## config.mk

```make
export PLATFORM = sky130hd
export DESIGN_NAME = midi_byte_parser_flat
export DESIGN_NICKNAME = d
export VERILOG_FILES = /design/src/rtl/midi_byte_parser_if.sv /design/src/rtl/midi_byte_parser.sv /design/src/flat_wrapper.sv
export SDC_FILE = /design/constraint.sdc
export NUM_CORES = 1
export LEC_CHECK = 0
export CAP_MARGIN = 20
export CORE_UTILIZATION = 53
export CTS_CLUSTER_DIAMETER = 40
export CTS_CLUSTER_SIZE = 14
export DETAILED_ROUTE_END_ITERATION = 7
export GPL_ROUTABILITY_DRIVEN = 0
export GPL_TIMING_DRIVEN = 0
export PLACE_DENSITY = 0.79
export SLEW_MARGIN = 40
export SYNTH_ARGS = -nofsm -noshare
export SYNTH_HDL_FRONTEND = slang
export SYNTH_SLANG_ARGS = --single-unit
export TNS_END_PERCENT = 100
```

## constraint.sdc

```tcl
create_clock -name clk -period 4.1 [get_ports clk]
set_input_delay 0.615 -clock clk [delete_from_list [all_inputs] [get_ports clk]]
set_output_delay 0.615 -clock clk [all_outputs]
set_load 0.01 [all_outputs]
```

## src/rtl/midi_byte_parser_if.sv

```systemverilog
`default_nettype none
// ============================================================================
// Module      : midi_byte_parser_if
// Description : Bundle for the MIDI byte parser. It carries the FWFT receive
//               FIFO read side, the channel-message output channel and the
//               sysex byte output channel.
// Revision    : 1.0  initial release
// ============================================================================
interface midi_byte_parser_if;
  // Receive FIFO read side
  logic [7:0] fifo_out;
  logic       fifo_empty;
  logic       fifo_rd_rst_busy;
  logic       fifo_rd;
  // Channel message channel
  logic       midi_valid;
  logic [3:0] midi_cmd;
  logic [3:0] midi_ch;
  logic [6:0] midi_data1;
  logic [6:0] midi_data2;
  logic       midi_rd;
  logic       midi_busy;
  // Sysex byte channel
  logic       sysex_valid;
  logic [7:0] sysex_data;
  logic       sysex_last;
  logic       sysex_rd;
  logic       sysex_busy;

  // Parser side
  modport master (
    input  fifo_out, fifo_empty, fifo_rd_rst_busy,
    output fifo_rd,
    output midi_valid, midi_cmd, midi_ch, midi_data1, midi_data2,
    input  midi_rd, midi_busy,
    output sysex_valid, sysex_data, sysex_last,
    input  sysex_rd, sysex_busy
  );

  // FIFO and consumer side
  modport slave (
    output fifo_out, fifo_empty, fifo_rd_rst_busy,
    input  fifo_rd,
    input  midi_valid, midi_cmd, midi_ch, midi_data1, midi_data2,
    output midi_rd, midi_busy,
    input  sysex_valid, sysex_data, sysex_last,
    output sysex_rd, sysex_busy
  );
endinterface
`default_nettype wire

```

## src/rtl/midi_byte_parser.sv

```systemverilog
`default_nettype none
// ============================================================================
// Module      : midi_byte_parser
// Description : Pops MIDI bytes from a FWFT FIFO, assembles channel messages
//               (with running status), forwards sysex byte-by-byte and counts
//               discarded bytes in a saturating counter.
// Revision    : 1.0  initial release
// ============================================================================
module midi_byte_parser #(
  parameter int DROP_CNT_W = 8
) (
  input  logic                  clk,
  input  logic                  rst_n,
  midi_byte_parser_if.master    bus,
  output logic [DROP_CNT_W-1:0] drop_cnt
);

  typedef enum logic [2:0] {S_IDLE, S_D1, S_D2, S_EX, S_EX_END} state_t;

  state_t                state_q, state_d, eff_state;
  logic                  run_q;
  logic                  rs_valid_q, rs_valid_d;
  logic [3:0]            rs_cmd_q, rs_cmd_d, rs_ch_q, rs_ch_d;
  logic [6:0]            d1_q, d1_d;
  logic [7:0]            hold_q, hold_d;
  logic                  midi_valid_q, midi_pend_q;
  logic [3:0]            midi_cmd_q, midi_ch_q;
  logic [6:0]            midi_d1_q, midi_d2_q;
  logic                  sx_valid_q, sx_pend_q, sx_last_q;
  logic [7:0]            sx_data_q;
  logic [DROP_CNT_W-1:0] drop_q;

  logic       pop, replay, proc;
  logic [7:0] byte_in;
  logic       is_data, is_rt, is_chan, is_f0, is_f7;
  logic       midi_emit, sx_emit, sx_last;
  logic [6:0] emit_d1, emit_d2;
  logic [7:0] sx_byte;
  logic [1:0] drop_n;

  // Only one result can be outstanding per channel, so popping stops while
  // anything is presented or waiting for busy to fall.
  assign pop = run_q & ~bus.fifo_empty & ~bus.fifo_rd_rst_busy &
               ~midi_valid_q & ~midi_pend_q & ~sx_valid_q & ~sx_pend_q &
               (state_q != S_EX_END);
  // The status byte that terminated a sysex is re-processed once the
  // synthesized 0xF7 has been taken, without another pop.
  assign replay = run_q & ~bus.fifo_rd_rst_busy & (state_q == S_EX_END) &
                  ~sx_valid_q & ~sx_pend_q;
  assign proc      = pop | replay;
  assign byte_in   = replay ? hold_q : bus.fifo_out;
  assign eff_state = (state_q == S_EX_END) ? S_IDLE : state_q;

  assign is_data = ~byte_in[7];
  assign is_rt   = &byte_in[7:3];
  assign is_chan = byte_in[7] & (byte_in[7:4] != 4'hF);
  assign is_f0   = (byte_in == 8'hF0);
  assign is_f7   = (byte_in == 8'hF7);

  function automatic logic two_data(input logic [3:0] cmd);
    return !((cmd == 4'hC) || (cmd == 4'hD));
  endfunction

  function automatic logic [DROP_CNT_W-1:0] sat_add(input logic [DROP_CNT_W-1:0] c,
                                                    input logic [1:0] n);
    logic [DROP_CNT_W:0] s;
    s = {1'b0, c} + (DROP_CNT_W+1)'(n);
    return s[DROP_CNT_W] ? {DROP_CNT_W{1'b1}} : s[DROP_CNT_W-1:0];
  endfunction

  // Decode one byte (popped or replayed) into next-state and emit requests
  always_comb begin
    state_d    = state_q;
    rs_valid_d = rs_valid_q;
    rs_cmd_d   = rs_cmd_q;
    rs_ch_d    = rs_ch_q;
    d1_d       = d1_q;
    hold_d     = hold_q;
    midi_emit  = 1'b0;
    emit_d1    = d1_q;
    emit_d2    = 7'd0;
    sx_emit    = 1'b0;
    sx_byte    = 8'hF7;
    sx_last    = 1'b0;
    drop_n     = 2'd0;
    if (proc) begin
      if (is_rt) begin
        drop_n = 2'd1;
      end else if (eff_state == S_EX) begin
        sx_emit = 1'b1;
        if (is_data) begin
          sx_byte = byte_in;
        end else begin
          sx_last = 1'b1;
          hold_d  = byte_in;
          state_d = is_f7 ? S_IDLE : S_EX_END;
        end
      end else if (is_data) begin
        if (eff_state == S_D2) begin
          midi_emit = 1'b1;
          emit_d2   = byte_in[6:0];
          state_d   = S_IDLE;
        end else if (rs_valid_q) begin
          if (two_data(rs_cmd_q)) begin
            d1_d    = byte_in[6:0];
            state_d = S_D2;
          end else begin
            midi_emit = 1'b1;
            emit_d1   = byte_in[6:0];
            state_d   = S_IDLE;
          end
        end else begin
          drop_n = 2'd1;
        end
      end else begin
        // A status byte abandons any first data byte already collected
        drop_n = (eff_state == S_D2) ? 2'd1 : 2'd0;
        if (is_chan) begin
          rs_valid_d = 1'b1;
          rs_cmd_d   = byte_in[7:4];
          rs_ch_d    = byte_in[3:0];
          state_d    = S_D1;
        end else if (is_f0) begin
          rs_valid_d = 1'b0;
          state_d    = S_EX;
          sx_emit    = 1'b1;
          sx_byte    = 8'hF0;
        end else begin
          drop_n  = drop_n + 2'd1;
          state_d = S_IDLE;
          if (!is_f7) rs_valid_d = 1'b0;
        end
      end
    end
  end

  // Parser state, output registers and consumer handshakes
  always_ff @(posedge clk or negedge rst_n) begin
    if (!rst_n) begin
      state_q      <= S_IDLE;
      run_q        <= 1'b0;
      rs_valid_q   <= 1'b0;
      rs_cmd_q     <= 4'd0;
      rs_ch_q      <= 4'd0;
      d1_q         <= 7'd0;
      hold_q       <= 8'd0;
      midi_valid_q <= 1'b0;
      midi_pend_q  <= 1'b0;
      midi_cmd_q   <= 4'd0;
      midi_ch_q    <= 4'd0;
      midi_d1_q    <= 7'd0;
      midi_d2_q    <= 7'd0;
      sx_valid_q   <= 1'b0;
      sx_pend_q    <= 1'b0;
      sx_last_q    <= 1'b0;
      sx_data_q    <= 8'd0;
      drop_q       <= '0;
    end else begin
      run_q <= 1'b1;
      if (midi_valid_q && bus.midi_rd) midi_valid_q <= 1'b0;
      if (midi_pend_q && !bus.midi_busy) begin
        midi_valid_q <= 1'b1;
        midi_pend_q  <= 1'b0;
      end
      if (sx_valid_q && bus.sysex_rd) sx_valid_q <= 1'b0;
      if (sx_pend_q && !bus.sysex_busy) begin
        sx_valid_q <= 1'b1;
        sx_pend_q  <= 1'b0;
      end
      if (bus.fifo_rd_rst_busy) begin
        state_q      <= S_IDLE;
        rs_valid_q   <= 1'b0;
        midi_valid_q <= 1'b0;
        midi_pend_q  <= 1'b0;
        sx_valid_q   <= 1'b0;
        sx_pend_q    <= 1'b0;
      end else begin
        state_q    <= state_d;
        rs_valid_q <= rs_valid_d;
        rs_cmd_q   <= rs_cmd_d;
        rs_ch_q    <= rs_ch_d;
        d1_q       <= d1_d;
        hold_q     <= hold_d;
        if (midi_emit) begin
          midi_cmd_q <= rs_cmd_q;
          midi_ch_q  <= rs_ch_q;
          midi_d1_q  <= emit_d1;
          midi_d2_q  <= emit_d2;
          if (bus.midi_busy) midi_pend_q  <= 1'b1;
          else               midi_valid_q <= 1'b1;
        end
        if (sx_emit) begin
          sx_data_q <= sx_byte;
          sx_last_q <= sx_last;
          if (bus.sysex_busy) sx_pend_q  <= 1'b1;
          else                sx_valid_q <= 1'b1;
        end
      end
      drop_q <= sat_add(drop_q, drop_n);
    end
  end

  assign bus.fifo_rd     = pop;
  assign bus.midi_valid  = midi_valid_q;
  assign bus.midi_cmd    = midi_cmd_q;
  assign bus.midi_ch     = midi_ch_q;
  assign bus.midi_data1  = midi_d1_q;
  assign bus.midi_data2  = midi_d2_q;
  assign bus.sysex_valid = sx_valid_q;
  assign bus.sysex_data  = sx_data_q;
  assign bus.sysex_last  = sx_last_q;
  assign drop_cnt        = drop_q;

endmodule
`default_nettype wire

```

## src/flat_wrapper.sv

```systemverilog
// flat-port wrapper written by rule: the top's interface ports become plain ports
module midi_byte_parser_flat 
#(
  parameter int DROP_CNT_W = 8
)
  (clk, rst_n, drop_cnt, bus_fifo_out, bus_fifo_empty, bus_fifo_rd_rst_busy, bus_fifo_rd, bus_midi_valid, bus_midi_cmd, bus_midi_ch, bus_midi_data1, bus_midi_data2, bus_midi_rd, bus_midi_busy, bus_sysex_valid, bus_sysex_data, bus_sysex_last, bus_sysex_rd, bus_sysex_busy);
  midi_byte_parser_if bus_i ();
  input  logic clk;
  input  logic rst_n;
  output logic [DROP_CNT_W-1:0] drop_cnt;
  input wire logic [$bits(bus_i.fifo_out)-1:0] bus_fifo_out;
  input wire logic [$bits(bus_i.fifo_empty)-1:0] bus_fifo_empty;
  input wire logic [$bits(bus_i.fifo_rd_rst_busy)-1:0] bus_fifo_rd_rst_busy;
  output wire logic [$bits(bus_i.fifo_rd)-1:0] bus_fifo_rd;
  output wire logic [$bits(bus_i.midi_valid)-1:0] bus_midi_valid;
  output wire logic [$bits(bus_i.midi_cmd)-1:0] bus_midi_cmd;
  output wire logic [$bits(bus_i.midi_ch)-1:0] bus_midi_ch;
  output wire logic [$bits(bus_i.midi_data1)-1:0] bus_midi_data1;
  output wire logic [$bits(bus_i.midi_data2)-1:0] bus_midi_data2;
  input wire logic [$bits(bus_i.midi_rd)-1:0] bus_midi_rd;
  input wire logic [$bits(bus_i.midi_busy)-1:0] bus_midi_busy;
  output wire logic [$bits(bus_i.sysex_valid)-1:0] bus_sysex_valid;
  output wire logic [$bits(bus_i.sysex_data)-1:0] bus_sysex_data;
  output wire logic [$bits(bus_i.sysex_last)-1:0] bus_sysex_last;
  input wire logic [$bits(bus_i.sysex_rd)-1:0] bus_sysex_rd;
  input wire logic [$bits(bus_i.sysex_busy)-1:0] bus_sysex_busy;
  assign bus_i.fifo_out = bus_fifo_out;
  assign bus_i.fifo_empty = bus_fifo_empty;
  assign bus_i.fifo_rd_rst_busy = bus_fifo_rd_rst_busy;
  assign bus_fifo_rd = bus_i.fifo_rd;
  assign bus_midi_valid = bus_i.midi_valid;
  assign bus_midi_cmd = bus_i.midi_cmd;
  assign bus_midi_ch = bus_i.midi_ch;
  assign bus_midi_data1 = bus_i.midi_data1;
  assign bus_midi_data2 = bus_i.midi_data2;
  assign bus_i.midi_rd = bus_midi_rd;
  assign bus_i.midi_busy = bus_midi_busy;
  assign bus_sysex_valid = bus_i.sysex_valid;
  assign bus_sysex_data = bus_i.sysex_data;
  assign bus_sysex_last = bus_i.sysex_last;
  assign bus_i.sysex_rd = bus_sysex_rd;
  assign bus_i.sysex_busy = bus_sysex_busy;
  midi_byte_parser #(.DROP_CNT_W(DROP_CNT_W)) u_core (.clk(clk), .rst_n(rst_n), .bus(bus_i), .drop_cnt(drop_cnt));
endmodule
```

==> results.json <==
{
  "worstSetupStartpointType": "input pin",
  "numPlacedInstances": 460,
  "start_util_pct": 54.62,
  "wire_per_inst_microns": 16.64,
  "fin_nets": 415,
  "timing.setup.tns_ps": 0,
  "end_kind": "flip-flop",
  "grtUsageTotal_pct": 25.61,
  "core-area_sq_um": 6314,
  "yosys_register_bits": 71,
  "ys.warnings.count": 0,
  "syn_avg_cell_area_sq_um": 10.61,
  "htreeDepth": 3,
  "tightestPinTransition_ps": 758.9,
  "antenna_found_initial": 0,
  "cts_tree": "yes",
  "status": "finished, final reports clean",
  "met2_length_microns": 3809,
  "setup_viol": 0,
  "leakage_nw": 1.976,
  "hold_viol_final": 0,
  "grt_setup_unrepaired": "no",
  "die_area_sq_um": 6833,
  "synth_area_sq_um": 3448,
  "num_antenna_cells": 0,
  "synth_top_cell_by_area": "dfrtp_1",
  "synth_flop_cell": "dfrtp_1",
  "highest-signal-layer": "met4",
  "netlist.area_leader.share_pct": 51.52,
  "crit_arrival_ps": 4140,
  "drt-total-wl_microns": 7937,
  "timing.hold.ws_ps": 107.9,
  "max_stage_delay_ps": 560,
  "synth_area_leaders": "dfrtp_1 52%, nand2_1 7.2%, mux2_2 5.9%, mux2i_1 4.4%, o21ai_0 2.3%",
  "drt-met1-wl_microns": 3616,
  "max-vdd-ir-drop_v": 0.0003406,
  "hpwl_microns": 5662,
  "dr_wl_met3_microns": 377,
  "p_sw_share_pct": 26.72,
  "fin_crit_sh_pct": 93.76,
  "pwr-share-clk_pct": 37.3,
  "dr_total_vias": 2726,
  "drc_errors": 0,
  "max_freq_ghz": 0.2601,
  "crit_required_ps": 4390,
  "syn_inst": 325,
  "layout_common_cells": "71 x dfrtp_1, 66 x nand2_1, 56 x clkdlybuf4s50_1, 18 x nor2_1, 18 x mux2_2",
  "slew-limit-headroom_pct": 49.07,
  "drtIter0Drc": 183,
  "min_period_ps": 3844,
  "synth_edf_count": 0,
  "p_sw_uw": 450.8,
  "drv_slew": 0,
  "ys_async_sr_fraction_pct": 100.0,
  "critical_path_class": "in -> reg",
  "synthesis.nets": 345,
  "fp.dieH_microns": 82.66,
  "grt_max_degree": 47,
  "clk_pin_slew_ps": 80,
  "ant_nets": 0,
  "hold_class": "in -> async",
  "ys_seq_area_share_pct": 51.52,
  "drive_above_1_share_pct": 15.50,
  "cp_max_fo": 6,
  "rows": 29,
  "clk_path_buf_depth": 2,
  "root_buffer": "clkbuf_8",
  "cts_buffers": 9,
  "slowest_stage": "or4_1",
  "viasPerCell": 5.715,
  "p_seq_share_pct": 47.8,
  "fin_skew_ps": 10.80,
  "utilization_pct": 69.98,
  "clock_sinks": 71,
  "numPortBuffers": 57,
  "ios": 58,
  "clk_latency_ps": 350,
  "cp_cell_sequence": "clkdlybuf4s50_1 > or4_1 > a211oi_1 > a31oi_4 > ha_1 > and3_1 > o31ai_1 > a311oi_1 > ha_2 > inv_1 > fa_2 > nor2_2 > nand3_2 > nand2b_1",
  "layout_setup_ws_ps": 255.8,
  "synthToLayoutAreaGrowth_pct": 28.12,
  "grt_overflow": 0,
  "combPwrFrac_pct": 14.9,
  "final_common_cell": "dfrtp_1",
  "powerDensity_nw_per_um2": 381.9,
  "final_cells": 477,
  "p_int_mw": 1.236,
  "grt_first_pass_wirelength_microns": 12680,
  "pre_cts_ws_ps": -544.7,
  "synthDistinctLibCells": 60,
  "firstDrtPassIters": 4,
  "grt_pass1_vias": 2601,
  "maxCapViolations": 0,
  "die_w_microns": 82.66
}
==> layer usage <==
layer  up-vias  track usage [%]
li1       1295                -
met4         0            10.52
met1      1328            34.10
met2        90            41.15
met3        13            4.725
met5         -                0
==> metrics by stage <==
| stage | instance area, sq um | power [mW] |
|---|---|---|
| 4_1_cts | 4373 | 1.692 |
| 3_3_place_gp | 4115 | 1.057 |
| 5_1_grt | 4418 | 1.756 |
| 2_1_floorplan | 3448 | 0.9302 |
| 3_5_place_dp | 4144 | 1.069 |
| 6_report | 4418 | 1.687 |
==> power groups by stage <==
stage	clock network, mW	logic [mW]	registers, mW
after floorplan	0	0.102	0.828
after global placement	0	0.238	0.819
after detailed placement	0	0.249	0.820
after CTS	0.634	0.252	0.807
after global routing	0.660	0.282	0.814
final	0.629	0.252	0.807
==> path summary, 6_finish.rpt <==
check / from / slack, ps / cells after the start / end
max: bus_fifo_out[3] / 260 / 14 / u_core.drop_cnt[0]
min: rst_n / 110 / 1 / u_core.bus.midi_ch[3]
max reg2reg: u_core.bus.sysex_valid / 630 / 14 / u_core.drop_cnt[0]
min reg2reg: u_core.bus.midi_cmd[2] / 470 / 2 / u_core.bus.midi_cmd[2]
max in group asynchronous: rst_n / 3480 / 2 / u_core.d1_q[5]
min in group clk: u_core.bus.midi_cmd[2] / 470 / 2 / u_core.bus.midi_cmd[2]
==> cell usage after synthesis, drive strengths merged (4+ instances only) <==
library cell,count
nand3,5
nand2,66
nand4,5
mux2i,16
o21ai,18
buf,6
inv,10
dfrtp,71
nor3,7
a22o,4
nor2,20
mux2,19
a21o,6
a21oi,14
==> cell type report <==
cell class	count	area, sq um
clock buffer	10	127.6
multi-input combinational	236	1620
timing repair buffer	59	606.8
clock inverter	6	93.84
sequential	71	1777
fill	519	1896
inverter	10	37.54
tap	77	96.34
buffer	8	58.81
==> critical path: cells and delay by family <==
kind,cells,cell delay [ps]
AO/OA/AOI/OAI,4,850
adder cells (fa/ha/maj),3,970
buffers and inverters,2,570
AND/OR/NAND/NOR,5,1140
==> kinds of logic (layout without fill, tap and decap cells) <==
| logic type | Yosys count | in the layout | synth area share [%] |
|---|---|---|---|
| adders and majority gates | 4 | 4 | 1.669 |
| DFF | 71 | 71 | 51.52 |
| buffers and inverters | 18 | 93 | 2.794 |
| xor gates and xnor gates | 4 | 4 | 1.016 |
| and+or+nand+nor | 130 | 130 | 20.21 |
| other | 1 | 1 | 0.1087 |
| muxes | 35 | 35 | 11.07 |
| AOI/OAI and AO/OA | 62 | 62 | 11.61 |
==> state kept, by name, indices dropped and copies added (netlist names) <==
register,cells
u_core.rs_cmd_q,4
u_core.bus.sysex_valid,1
u_core.midi_pend_q,1
u_core.rs_ch_q,4
u_core.drop_cnt,8
u_core.bus.midi_data2,7
u_core.bus.midi_ch,4
u_core.bus.midi_data1,7
u_core.rs_valid_q,1
u_core.bus.sysex_data,8
u_core.bus.midi_valid,1
u_core.sx_pend_q,1
u_core.bus.midi_cmd,4
u_core.state_q,3
u_core.bus.sysex_last,1
u_core.hold_q,8
u_core.d1_q,7
u_core.run_q,1
==> timing repair <==
action	4_1_cts	5_1_grt
hold buffers	0	0
buffers inserted	0	1
endpoints found under the setup margin	7	8
endpoints found under the hold margin	0	0
resized for setup	3	6
pin swaps	0	2
Note: power is estimated with default switching activity, not from simulation.
